**config.mk**
```make
export PLATFORM = sky130hd
export DESIGN_NAME = systolic_array_sequencer_flat
export DESIGN_NICKNAME = d
export VERILOG_FILES = /design/src/rtl/systolic_array_sequencer_pkg.sv /design/src/rtl/systolic_array_sequencer_if.sv /design/src/rtl/systolic_array_sequencer_valid_skew_line.sv /design/src/rtl/systolic_array_sequencer.sv /design/src/flat_wrapper.sv
export SDC_FILE = /design/constraint.sdc
export NUM_CORES = 1
export LEC_CHECK = 0
export ABC_CLOCK_PERIOD_IN_PS = 5700
export BUFFER_PORTS_ARGS = -buffer_cell sky130_fd_sc_hd__buf_2
export CAP_MARGIN = 0
export CORE_MARGIN = 2
export CORE_UTILIZATION = 60
export CTS_BUF_LIST = sky130_fd_sc_hd__clkbuf_4 sky130_fd_sc_hd__clkbuf_8
export DETAILED_ROUTE_END_ITERATION = 10
export PLACE_DENSITY_LB_ADDON = 0.12
export SETUP_SLACK_MARGIN = 0.02
export SYNTH_ARGS = -nofsm -noshare
export SYNTH_HDL_FRONTEND = slang
export SYNTH_SLANG_ARGS = --single-unit
```
**constraint.sdc**
```tcl
create_clock -name clk -period 5.7 [get_ports clk]
set_input_delay 0.57 -clock clk [delete_from_list [all_inputs] [get_ports clk]]
set_output_delay 0.57 -clock clk [all_outputs]
set_load 0.1 [all_outputs]
```
**src/rtl/systolic_array_sequencer_pkg.sv**
```systemverilog
// Shared definitions for the systolic-array pass sequencer: FSM states,
// operand-buffer latency and the wavefront drain length.
package systolic_array_sequencer_pkg;

    localparam int ARRAY_DIM_DEF = 4;
    localparam int K_WIDTH_DEF   = 8;

    // Extra cycles after the last operand read until the far corner PE is final.
    function automatic int drain_cycles(input int dim);
        return 2 * dim - 1;
    endfunction

    localparam int DRAIN_CYCLES  = drain_cycles(ARRAY_DIM_DEF);
    localparam int OP_RD_LATENCY = 1;

    typedef enum logic [2:0] {
        IDLE,
        CLEAR,
        FEED,
        DRAIN,
        DONE
    } seq_state_t;

endpackage

```
**src/rtl/systolic_array_sequencer_if.sv**
```systemverilog
// Command, operand-buffer and PE-grid control signals of the sequencer.
// The slave modport is the sequencer's view; master is the command side.
interface systolic_array_sequencer_if
    import systolic_array_sequencer_pkg::*;
#(
    parameter int ARRAY_DIM = ARRAY_DIM_DEF,
    parameter int K_WIDTH   = K_WIDTH_DEF
);
    logic                 start;
    logic [K_WIDTH-1:0]   k_len;
    logic                 stall;
    logic                 op_rd_en;
    logic [K_WIDTH-1:0]   op_rd_addr;
    logic [ARRAY_DIM-1:0] row_valid;
    logic [ARRAY_DIM-1:0] col_valid;
    logic                 acc_clear;
    logic                 result_capture;
    logic                 busy;
    logic                 done;

    modport master (
        output start, k_len, stall,
        input  op_rd_en, op_rd_addr, row_valid, col_valid,
        input  acc_clear, result_capture, busy, done
    );

    modport slave (
        input  start, k_len, stall,
        output op_rd_en, op_rd_addr, row_valid, col_valid,
        output acc_clear, result_capture, busy, done
    );
endinterface

```
**src/rtl/systolic_array_sequencer_valid_skew_line.sv**
```systemverilog
// Shift line that turns the operand read strobe into DEPTH skewed valids:
// tap i is the read strobe delayed by LEAD + i cycles.
module valid_skew_line
    import systolic_array_sequencer_pkg::*;
#(
    parameter int DEPTH = ARRAY_DIM_DEF,
    parameter int LEAD  = OP_RD_LATENCY
) (
    input  logic             clk,
    input  logic             reset,
    input  logic             i_serial,
    output logic [DEPTH-1:0] o_taps
);
    localparam int LEN = DEPTH + LEAD - 1;

    logic [LEN-1:0] r_chain;

    // Shifts every cycle, so a stalled read becomes a bubble moving through the grid.
    always_ff @(posedge clk or negedge reset) begin
        if (!reset) begin
            r_chain <= '0;
        end else begin
            r_chain <= {r_chain[LEN-2:0], i_serial};
        end
    end

    assign o_taps = r_chain[LEN-1:LEAD-1];

endmodule

```
**src/rtl/systolic_array_sequencer.sv**
```systemverilog
// Sequences one matrix-multiply pass: clear accumulators, feed K operand
// reads with skewed row/column valids, drain the wavefront, then signal done.
module systolic_array_sequencer
    import systolic_array_sequencer_pkg::*;
#(
    parameter int ARRAY_DIM = ARRAY_DIM_DEF,
    parameter int K_WIDTH   = K_WIDTH_DEF
) (
    input  logic                        clk,
    input  logic                        reset,
    systolic_array_sequencer_if.slave   bus
);
    localparam int DRAIN_LEN = drain_cycles(ARRAY_DIM);
    localparam int DRAIN_W   = $clog2(DRAIN_LEN + 1);

    seq_state_t         r_state;
    logic [K_WIDTH-1:0] r_k_len;
    logic [K_WIDTH-1:0] r_feed_cnt;
    logic [DRAIN_W-1:0] r_drain_cnt;
    logic               r_acc_clear;
    logic               r_done;
    logic               r_busy;

    logic               w_rd_en;
    logic               w_last_rd;
    logic [ARRAY_DIM-1:0] w_row_taps;
    logic [ARRAY_DIM-1:0] w_col_taps;

    // NOTE: the read strobe reacts to stall in the same cycle, so it is decoded, not registered.
    assign w_rd_en   = (r_state == FEED) && !bus.stall;
    assign w_last_rd = (r_feed_cnt == r_k_len - 1'b1);

    // NOTE: all state below uses non-blocking assignments so every register sees pre-edge values.
    always_ff @(posedge clk or negedge reset) begin
        if (!reset) begin
            r_state     <= IDLE;
            r_k_len     <= '0;
            r_feed_cnt  <= '0;
            r_drain_cnt <= '0;
            r_acc_clear <= 1'b0;
            r_done      <= 1'b0;
            r_busy      <= 1'b0;
        end else begin
            r_acc_clear <= 1'b0;
            r_done      <= 1'b0;
            case (r_state)
                IDLE: begin
                    if (bus.start) begin
                        r_k_len     <= bus.k_len;
                        r_state     <= CLEAR;
                        r_acc_clear <= 1'b1;
                        r_busy      <= 1'b1;
                    end
                end
                CLEAR: begin
                    r_feed_cnt <= '0;
                    if (r_k_len != '0) begin
                        r_state <= FEED;
                    end else begin
                        r_state <= DONE;
                        r_done  <= 1'b1;
                    end
                end
                FEED: begin
                    if (w_rd_en) begin
                        r_feed_cnt <= r_feed_cnt + 1'b1;
                        if (w_last_rd) begin
                            r_state     <= DRAIN;
                            r_drain_cnt <= DRAIN_W'(DRAIN_LEN);
                        end
                    end
                end
                DRAIN: begin
                    r_drain_cnt <= r_drain_cnt - 1'b1;
                    if (r_drain_cnt == DRAIN_W'(1)) begin
                        r_state <= DONE;
                        r_done  <= 1'b1;
                    end
                end
                DONE: begin
                    r_state <= IDLE;
                    r_busy  <= 1'b0;
                end
                default: begin
                    r_state <= IDLE;
                    r_busy  <= 1'b0;
                end
            endcase
        end
    end

    valid_skew_line #(.DEPTH(ARRAY_DIM), .LEAD(OP_RD_LATENCY)) u_row_skew (
        .clk      (clk),
        .reset    (reset),
        .i_serial (w_rd_en),
        .o_taps   (w_row_taps)
    );

    valid_skew_line #(.DEPTH(ARRAY_DIM), .LEAD(OP_RD_LATENCY)) u_col_skew (
        .clk      (clk),
        .reset    (reset),
        .i_serial (w_rd_en),
        .o_taps   (w_col_taps)
    );

    assign bus.op_rd_en       = w_rd_en;
    assign bus.op_rd_addr     = r_feed_cnt;
    assign bus.row_valid      = w_row_taps;
    assign bus.col_valid      = w_col_taps;
    assign bus.acc_clear      = r_acc_clear;
    assign bus.result_capture = r_done;
    assign bus.done           = r_done;
    assign bus.busy           = r_busy;

endmodule

```
**src/flat_wrapper.sv**
```systemverilog
// flat-port wrapper written by rule: the top's interface ports become plain ports
module systolic_array_sequencer_flat import systolic_array_sequencer_pkg::*;
#(
    parameter int ARRAY_DIM = ARRAY_DIM_DEF,
    parameter int K_WIDTH   = K_WIDTH_DEF
)
  (clk, reset, bus_start, bus_k_len, bus_stall, bus_op_rd_en, bus_op_rd_addr, bus_row_valid, bus_col_valid, bus_acc_clear, bus_result_capture, bus_busy, bus_done);
  systolic_array_sequencer_if #(.ARRAY_DIM(ARRAY_DIM), .K_WIDTH(K_WIDTH)) bus_i ();
  input  logic clk;
  input  logic reset;
  input wire logic [$bits(bus_i.start)-1:0] bus_start;
  input wire logic [$bits(bus_i.k_len)-1:0] bus_k_len;
  input wire logic [$bits(bus_i.stall)-1:0] bus_stall;
  output wire logic [$bits(bus_i.op_rd_en)-1:0] bus_op_rd_en;
  output wire logic [$bits(bus_i.op_rd_addr)-1:0] bus_op_rd_addr;
  output wire logic [$bits(bus_i.row_valid)-1:0] bus_row_valid;
  output wire logic [$bits(bus_i.col_valid)-1:0] bus_col_valid;
  output wire logic [$bits(bus_i.acc_clear)-1:0] bus_acc_clear;
  output wire logic [$bits(bus_i.result_capture)-1:0] bus_result_capture;
  output wire logic [$bits(bus_i.busy)-1:0] bus_busy;
  output wire logic [$bits(bus_i.done)-1:0] bus_done;
  assign bus_i.start = bus_start;
  assign bus_i.k_len = bus_k_len;
  assign bus_i.stall = bus_stall;
  assign bus_op_rd_en = bus_i.op_rd_en;
  assign bus_op_rd_addr = bus_i.op_rd_addr;
  assign bus_row_valid = bus_i.row_valid;
  assign bus_col_valid = bus_i.col_valid;
  assign bus_acc_clear = bus_i.acc_clear;
  assign bus_result_capture = bus_i.result_capture;
  assign bus_busy = bus_i.busy;
  assign bus_done = bus_i.done;
  systolic_array_sequencer #(.ARRAY_DIM(ARRAY_DIM), .K_WIDTH(K_WIDTH)) u_core (.clk(clk), .reset(reset), .bus(bus_i));
endmodule
```
# Word level (Yosys, flattened, before mapping)
# Index checks and enable logic that the tools add are counted.
# classes
add_sub_neg,3
n_eq_ne,9
mux,18
n_bitwise,1
reduce_logical,12
# ops
operator,count
3-bit two-way mux,7
8-bit one-hot mux with 2 select lines,1
3-bit one-hot mux with 4 select lines,1
"8-bit by 1-bit adder with 8-bit output, second input constant",1
8-bit equality test,1
8-bit two-way mux,1
8-bit nonzero test,1
"8-bit by 1-bit subtractor with 8-bit output, second input constant",1
"3-bit by 1-bit equality test with 1-bit output, second input constant",2
"3-bit by 2-bit equality test with 1-bit output, second input constant",2
3-bit one-hot mux with 2 select lines,1
2-bit AND reduction,3
1-bit two-way mux,5
"2-bit by 1-bit != test with 1-bit output, second input constant",2
"2-bit != test, second input constant",2
1-bit one-hot mux with 2 select lines,2
4-bit AND reduction,1
2-bit nonzero test,2
3-bit logical NOT,1
3-bit AND reduction,1
3-bit OR reduction,1
"3-bit by 1-bit subtractor with 3-bit output, second input constant",1
1-bit logical AND,1
1-bit logical NOT,1
1-bit inverter,1
# word_totals
regBits,33
in_bits,12
output_inout_bits,21
elab_cells,52

# Depth between registers and ports, before layout
# Gate-level depths: netlist of run 1.
# depth
ltp_word,5
ltp_mapped,8
ltp_nobuf,7

# Cells and area by module
# From an unflattened synthesis of run 1, not the netlist that was laid out.
# unflattened
cells_unflattened,145
area_unflattened_um2,1595.3
# by_module_without_submodules
mod,n_inst,cells_per_inst,area_each_um2
systolic_array_sequencer,1,137,1395.1
valid_skew_line,2,4,100.1

# Worst setup path before layout of run 1
# Ideal clock, no wire load.
# synth_path
path_type,input to register
start,input bus_stall
end,"register u_core.r_feed_cnt[5], in the netlist u_core.bus.op_rd_addr[5]"
t_arrival_ns,2.519
required_time_ns,5.563
setup_slack_ns,3.044
path_stages,5
path_buffers,0
cell_sequence,nor4b_4 > o2111a_1 > and3_1 > xnor2_1 > nor2_1
# synth_between
elab_chain_cells,4
# synth_lines
element,line,rtl
start: declaration,flat_wrapper.sv:13,input wire logic [$bits(bus_i.stall)-1:0] bus_stall;
1-bit logical NOT,systolic_array_sequencer.sv:30,assign w_rd_en = (r_state == FEED) && !bus.stall;
1-bit logical AND,systolic_array_sequencer.sv:30,
2-bit != test (no line),-,
2-bit AND reduction (no line),-,
end signal: assignment,systolic_array_sequencer.sv:66,r_feed_cnt <= r_feed_cnt + 1'b1;
end: declaration,systolic_array_sequencer.sv:18,logic [K_WIDTH-1:0] r_feed_cnt;
# No other way between the ends.
# A chain may end at the register's enable or synchronous reset.

# Worst setup path in the final report of run 1
# layout_path
start,register u_core.r_state[2]
end,output bus_op_rd_en
# layout_between
elab_chain_cells,2
# layout_lines
element,line,rtl
start: declaration,systolic_array_sequencer.sv:16,seq_state_t r_state;
start signal: assignment,systolic_array_sequencer.sv:36,r_state <= IDLE;
start signal: assignment,systolic_array_sequencer.sv:50,r_state <= CLEAR;
start signal: assignment,systolic_array_sequencer.sv:58,r_state <= FEED;
3-bit by 2-bit equality test with 1-bit output,systolic_array_sequencer.sv:30,
1-bit logical AND,systolic_array_sequencer.sv:30,
end: declaration,flat_wrapper.sv:14,output wire logic [$bits(bus_i.op_rd_en)-1:0] bus_op_rd_en;
# No other way between the ends.

==> results of run 1 <==
==> worst max-delay path by stage <==
stage	startpoint	to	slack, ns	cells after the start
after floorplan	bus_stall	u_core.bus.op_rd_addr[5]	3.04	5
after global placement	bus_start	u_core.r_k_len[3]	3.51	4
after detailed placement	bus_stall	bus_op_rd_en	3.47	3
after CTS	u_core.r_state[2]	bus_op_rd_en	3.17	2
after global routing	u_core.r_state[2]	bus_op_rd_en	3.07	2
final	u_core.r_state[2]	bus_op_rd_en	3.18	2
==> layout make-up <==
type,count,area (µm²)
Clock buffer,7,58.8
Fill cell,194,726
Inverter,6,22.5
Multi-Input combinational cell,99,747
Sequential cell,29,726
Tap cell,30,37.5
Timing Repair Buffer,32,160
==> cell families after synthesis <==
family,Yosys count,share of synthesized area (%)
AO/OA/AOI/OAI,20,9.11
XOR/XNOR,17,9.50
adder cells (fa/ha/maj),5,3.99
buffers and inverters,18,5.99
flip-flops,29,46.3
multiplexers,8,5.67
AND/OR/NAND/NOR,49,19.4
==> sequential cells by signal (all words and copies together) (netlist names) <==
signal                    count
u_core.r_k_len                8
u_core.bus.op_rd_addr         8
u_core.u_col_skew.o_taps      1
u_core.bus.busy               1
u_core.r_state                3
u_core.bus.acc_clear          1
u_core.u_row_skew.o_taps      3
u_core.bus.done               1
u_core.r_drain_cnt            3
==> cell usage in the layout (no fill, tap or decap), types with 2 or more instances in the layout <==
cell / count
nand2_1: 9
nand3_1: 2
xor2_1: 6
a21oi_1: 4
nor3_1: 4
xnor2_1: 11
nor2_1: 14
mux2_2: 7
nor3b_1: 2
dfrtp_1: 29
inv_1: 6
ha_1: 5
nand3b_1: 2
and3_1: 3
clkbuf_4: 6
nand4_1: 3
o21ai_0: 7
nand2b_1: 2
buf_2: 32
==> per-layer routing <==
metal  up-vias  share of wire, %
met1       567                40
li1        553                 -
met2        37                53
met4         0               2.1
met3         6               4.7
met5         -                 0
==> per-stage QoR <==
stage,util [%],setup WS [ns]
6_report,70.7,3.18
5_1_grt,70.7,3.07
4_1_cts,70.7,3.17
3_5_place_dp,68.3,3.47
3_3_place_gp,68.3,3.51
2_1_floorplan,-,3.04
==> reports/metrics.yaml, run 1 <==
finalSetupViolCount: 0
synth_top_area_share_pct: 46.3
cts_setup_buffers: 0
hpwl_mm: 2.25
hold_path_class: "primary input to async pin"
drt_drc_violations_left: 0
grt_pass1_wl_mm: 4.86
yosysSeqAreaShare_pct: 46.3
clk_pin_slew_worst_paths_ns: 0.09
grt_pass1_vias: 1075
drive_gt1_share_pct: 30.1
finalNetCount: 190
grt_max_degree: 30
synth_enable_flop_cells: 0
design.die.area_um2: 3040
h-tree-depth: 2
first_pass_iters: 4
grt_util_met3_pct: 8.06
postLayoutCellArea_um2: 1750
path_class: "flip-flop to output port"
vias_per_cell: 5.73
hold_viol: 0
yosysMostFrequentCell: "dfrtp_1"
maxSlewViolCount: 0
path_buf_inv: 1
synth_common_cells: "dfrtp_1 (29), nor2_1 (14), xnor2_1 (11)"
final_antenna_net_count: 0
r2r_slack_ns: 3.48
cp-start-kind: "flip-flop"
crit_path_end_kind: "output port"
clockRootBuffer: "clkbuf_4"
dieWidth_um: 55.1
via_count: 1163
grt_busiest_layer: "met2"
clock_latency_ns: 0.33
cpMaxStageDelayCell: "nor4b_4"
crit_required_ns: 5.13
cts_hold_buf: 0
period_share_pct: 44.2
ys_types: 38
use_met1_pct: 26.6
ctsResizeCount: 0
path_delay_family: "simple AND/OR/NAND/NOR gates"
cp_cell_sequence: "nor4b_4 > buf_2"
timing.rr.end: "u_core.r_state[0]"
track_usage_pct: 24.0
rr_startpoint: "u_core.r_k_len[0]"
ys_dominant_reg_cell: "dfrtp_1"
routed_wl_mm: 3.08
cts_buffers: 5
period_minus_slack_ns: 2.52
wire_per_inst_um: 15.2
skew_ns: 0.00881
synth_nets: 163
cpPeakStageDelay_ns: 0.57
avgSynthCellArea_um2: 10.7
finalNonFillerCells: 203
reg2reg_depth: 7
cts.sinks: 29
rsz0062_at_grt: "no"
cts_tree: "built"
io_buffers: 32
cts_buffer_depth: 2
met2_usage_pct: 41.1
antenna_found_initial: 0
netlist_area_um2: 1570
start_util_pct: 63.2
place.gp.congestion: 0.789
syn_to_final_growth_pct: 11.8
synthCells: 146
core_area_um2: 2480
status: "complete, no violations"
ios: 33
row_count: 18
dp_cells: 196
synth_area_leaders: "dfrtp_1 (46%), xnor2_1 (6.2%), mux2_2 (5.0%)"
holdWs_ns: 0.256
yosysWarnings: 0
yosys_register_bits: 29
synth-async-reset-ratio_pct: 100
critical_path.max_fanout: 10
clock.fmax_ghz: 0.397
cp_data_arrival_time_ns: 1.95
drv_cap: 0
drtIter0Drc: 15
overflow: 0
die_height_um: 55.1
slew_headroom_pct: 23.4
dpl_cell_area_um2: 1690
worst_pin_slew_ns: 1.14
synth.largest_area_cell: "dfrtp_1"
setup_tns_ns: 0
antenna_cells: 0
Power of run 1 is left out: the tool's default activity adds up to more than one toggle a clock period on the data nets, which glitch-free logic cannot reach.
==> run 2: changes to the inputs <==
- ABC_CLOCK_PERIOD_IN_PS: 5700 -> 2500
- CORE_UTILIZATION: 60 -> 56
- clock period: 5.7 -> 2.5 ns (I/O delays scaled with it)
==> run 2 against run 1 <==
Against the previous run:
- worst setup slack worse by 2.9 ns
- wire length fell by 4.8%
- die area grew 6.6%
- final area up 1.6%
- worst hold slack worse by 0.13 ns
- first-iteration DRC count rose to 2.9 times the previous value
- count of clock-buffer cells in the layout is 1 higher
- non-clock buffer count is 3 higher
- register-to-register slack worse by 3.2 ns
- critical path depth increased by 5
- via count down 0.60%
- critical endpoint is now u_core.r_state[0]
==> reports/metrics.yaml, run 2 (same netlist as run 1, synthesis figures left out) <==
drt_drc_violations_left: 0
crit_required_ns: 2.74
syn_to_final_growth_pct: 13.6
maxSlewViolCount: 0
io_buffers: 32
path_class: "flip-flop to flip-flop"
status: "complete, no violations"
die_height_um: 56.9
grt_max_degree: 30
rsz0062_at_grt: "no"
overflow: 0
start_util_pct: 57.8
crit_path_end_kind: "flip-flop"
cp-start-kind: "flip-flop"
antenna_cells: 0
clock_latency_ns: 0.32
timing.final.ws_setup_ns: 0.310
core_area_um2: 2710
antenna_found_initial: 0
drv_cap: 0
place.gp.congestion: 0.795
path_buf_inv: 1
h-tree-depth: 2
cp_data_arrival_time_ns: 2.43
design.die.area_um2: 3240
finish.utilization_pct: 65.7
dieWidth_um: 56.9
finalSetupViolCount: 0
slew_headroom_pct: 57.6
cp_cell_sequence: "inv_1 > ha_1 > o21ba_1 > a221oi_1 > a41oi_1 > a311o_1 > a221oi_2"
ios: 33
cts_tree: "built"
worst_pin_slew_ns: 0.636
multi_input_area_um2: 747
via_count: 1156
clk_pin_slew_worst_paths_ns: 0.09
path_delay_family: "compound AO/OA/AOI/OAI gates"
critical_path.max_fanout: 8
cpMaxStageDelayCell: "dfrtp_1"
drtIter0Drc: 43
period_share_pct: 87.6
ctsResizeCount: 0
skew_ns: 0.00700
cpPeakStageDelay_ns: 0.44
first_pass_iters: 4
cts.sinks: 29
track_usage_pct: 20.3
layout_commonest_cell: "buf_2"
hpwl_mm: 2.16
ff_latch_area_um2: 726
cts_buffer_depth: 2
clock.fmax_ghz: 0.457
grt_pass1_vias: 1131
finalNetCount: 193
layout_common_cells: "buf_2 (32), dfrtp_1 (29), nor2_1 (14), xnor2_1 (11), nand2_1 (9)"
grt_pass1_wl_mm: 4.99
drive_gt1_share_pct: 31.1
clockRootBuffer: "clkbuf_4"
place_ws_ns: 0.365
period_minus_slack_ns: 2.19
hold_path_class: "primary input to flip-flop"
setup_tns_ns: 0
vias_per_cell: 5.56
fill_cells: 238
final_antenna_net_count: 0
cts_buffers: 5
hold_viol: 0
wire_per_inst_um: 14.1
row_count: 19
routed_wl_mm: 2.93
## run 2: what timing repair did
action,in CTS,in global routing
setup buffers,0,0
hold endpoints to repair,29,0
hold buffers,1,0
endpoints found under the setup margin,0,0
## run 2: path summary, 6_finish.rpt
check | endpoint | slack [ns] | depth (start not counted) | from
setup / recovery | u_core.r_state[0] | 0.31 | 7 | u_core.r_k_len[0]
hold / removal | u_core.r_k_len[0] | 0.13 | 3 | bus_k_len[0]
setup reg to reg | u_core.r_state[0] | 0.31 | 7 | u_core.r_k_len[0]
hold reg to reg | u_core.u_row_skew.o_taps[1] | 0.39 | 0 | u_core.u_row_skew.o_taps[0]
max in group asynchronous | u_core.r_k_len[2] | 1.61 | 2 | reset
min in group asynchronous | u_core.r_k_len[0] | 0.48 | 2 | reset
## run 2: cell type report
cell class / instances / share of cell area (%)
multi-input cells: 99 / 42.0
flip-flops and latches: 29 / 40.8
repair buffers: 35 / 10.4
clock buffers: 8 / 3.38
well taps: 31 / 2.18
inverters: 6 / 1.27
## run 2: routing by layer
metal  wire, µm  GRT usage [%]  share of wire [%]  vias up
met2       1540           35.0                 53       34
met3        148           4.84                5.1        7
met4         38           7.97                1.3        0
met5          0              0                  0        -
met1       1200           24.3                 41      555
li1           -              -                  -      560
## run 2: worst register-to-register path: stages (launching register included)
cell and delay (ns):
dfrtp_1 0.44, inv_1 0.11, ha_1 0.33, o21ba_1 0.21, a221oi_1 0.29, a41oi_1 0.09, a311o_1 0.41, a221oi_2 0.22
## run 2: metrics by stage
stage / instance area [µm²] / hold WS, ns / instances
after floorplan: 1570 / -0.0456 / 146
after global placement: 1710 / 0.294 / 199
after detailed placement: 1710 / 0.309 / 199
after CTS: 1780 / 0.121 / 208
after global routing: 1780 / 0.146 / 208
final: 1780 / 0.130 / 208
Power of run 2 is left out for the same reason.
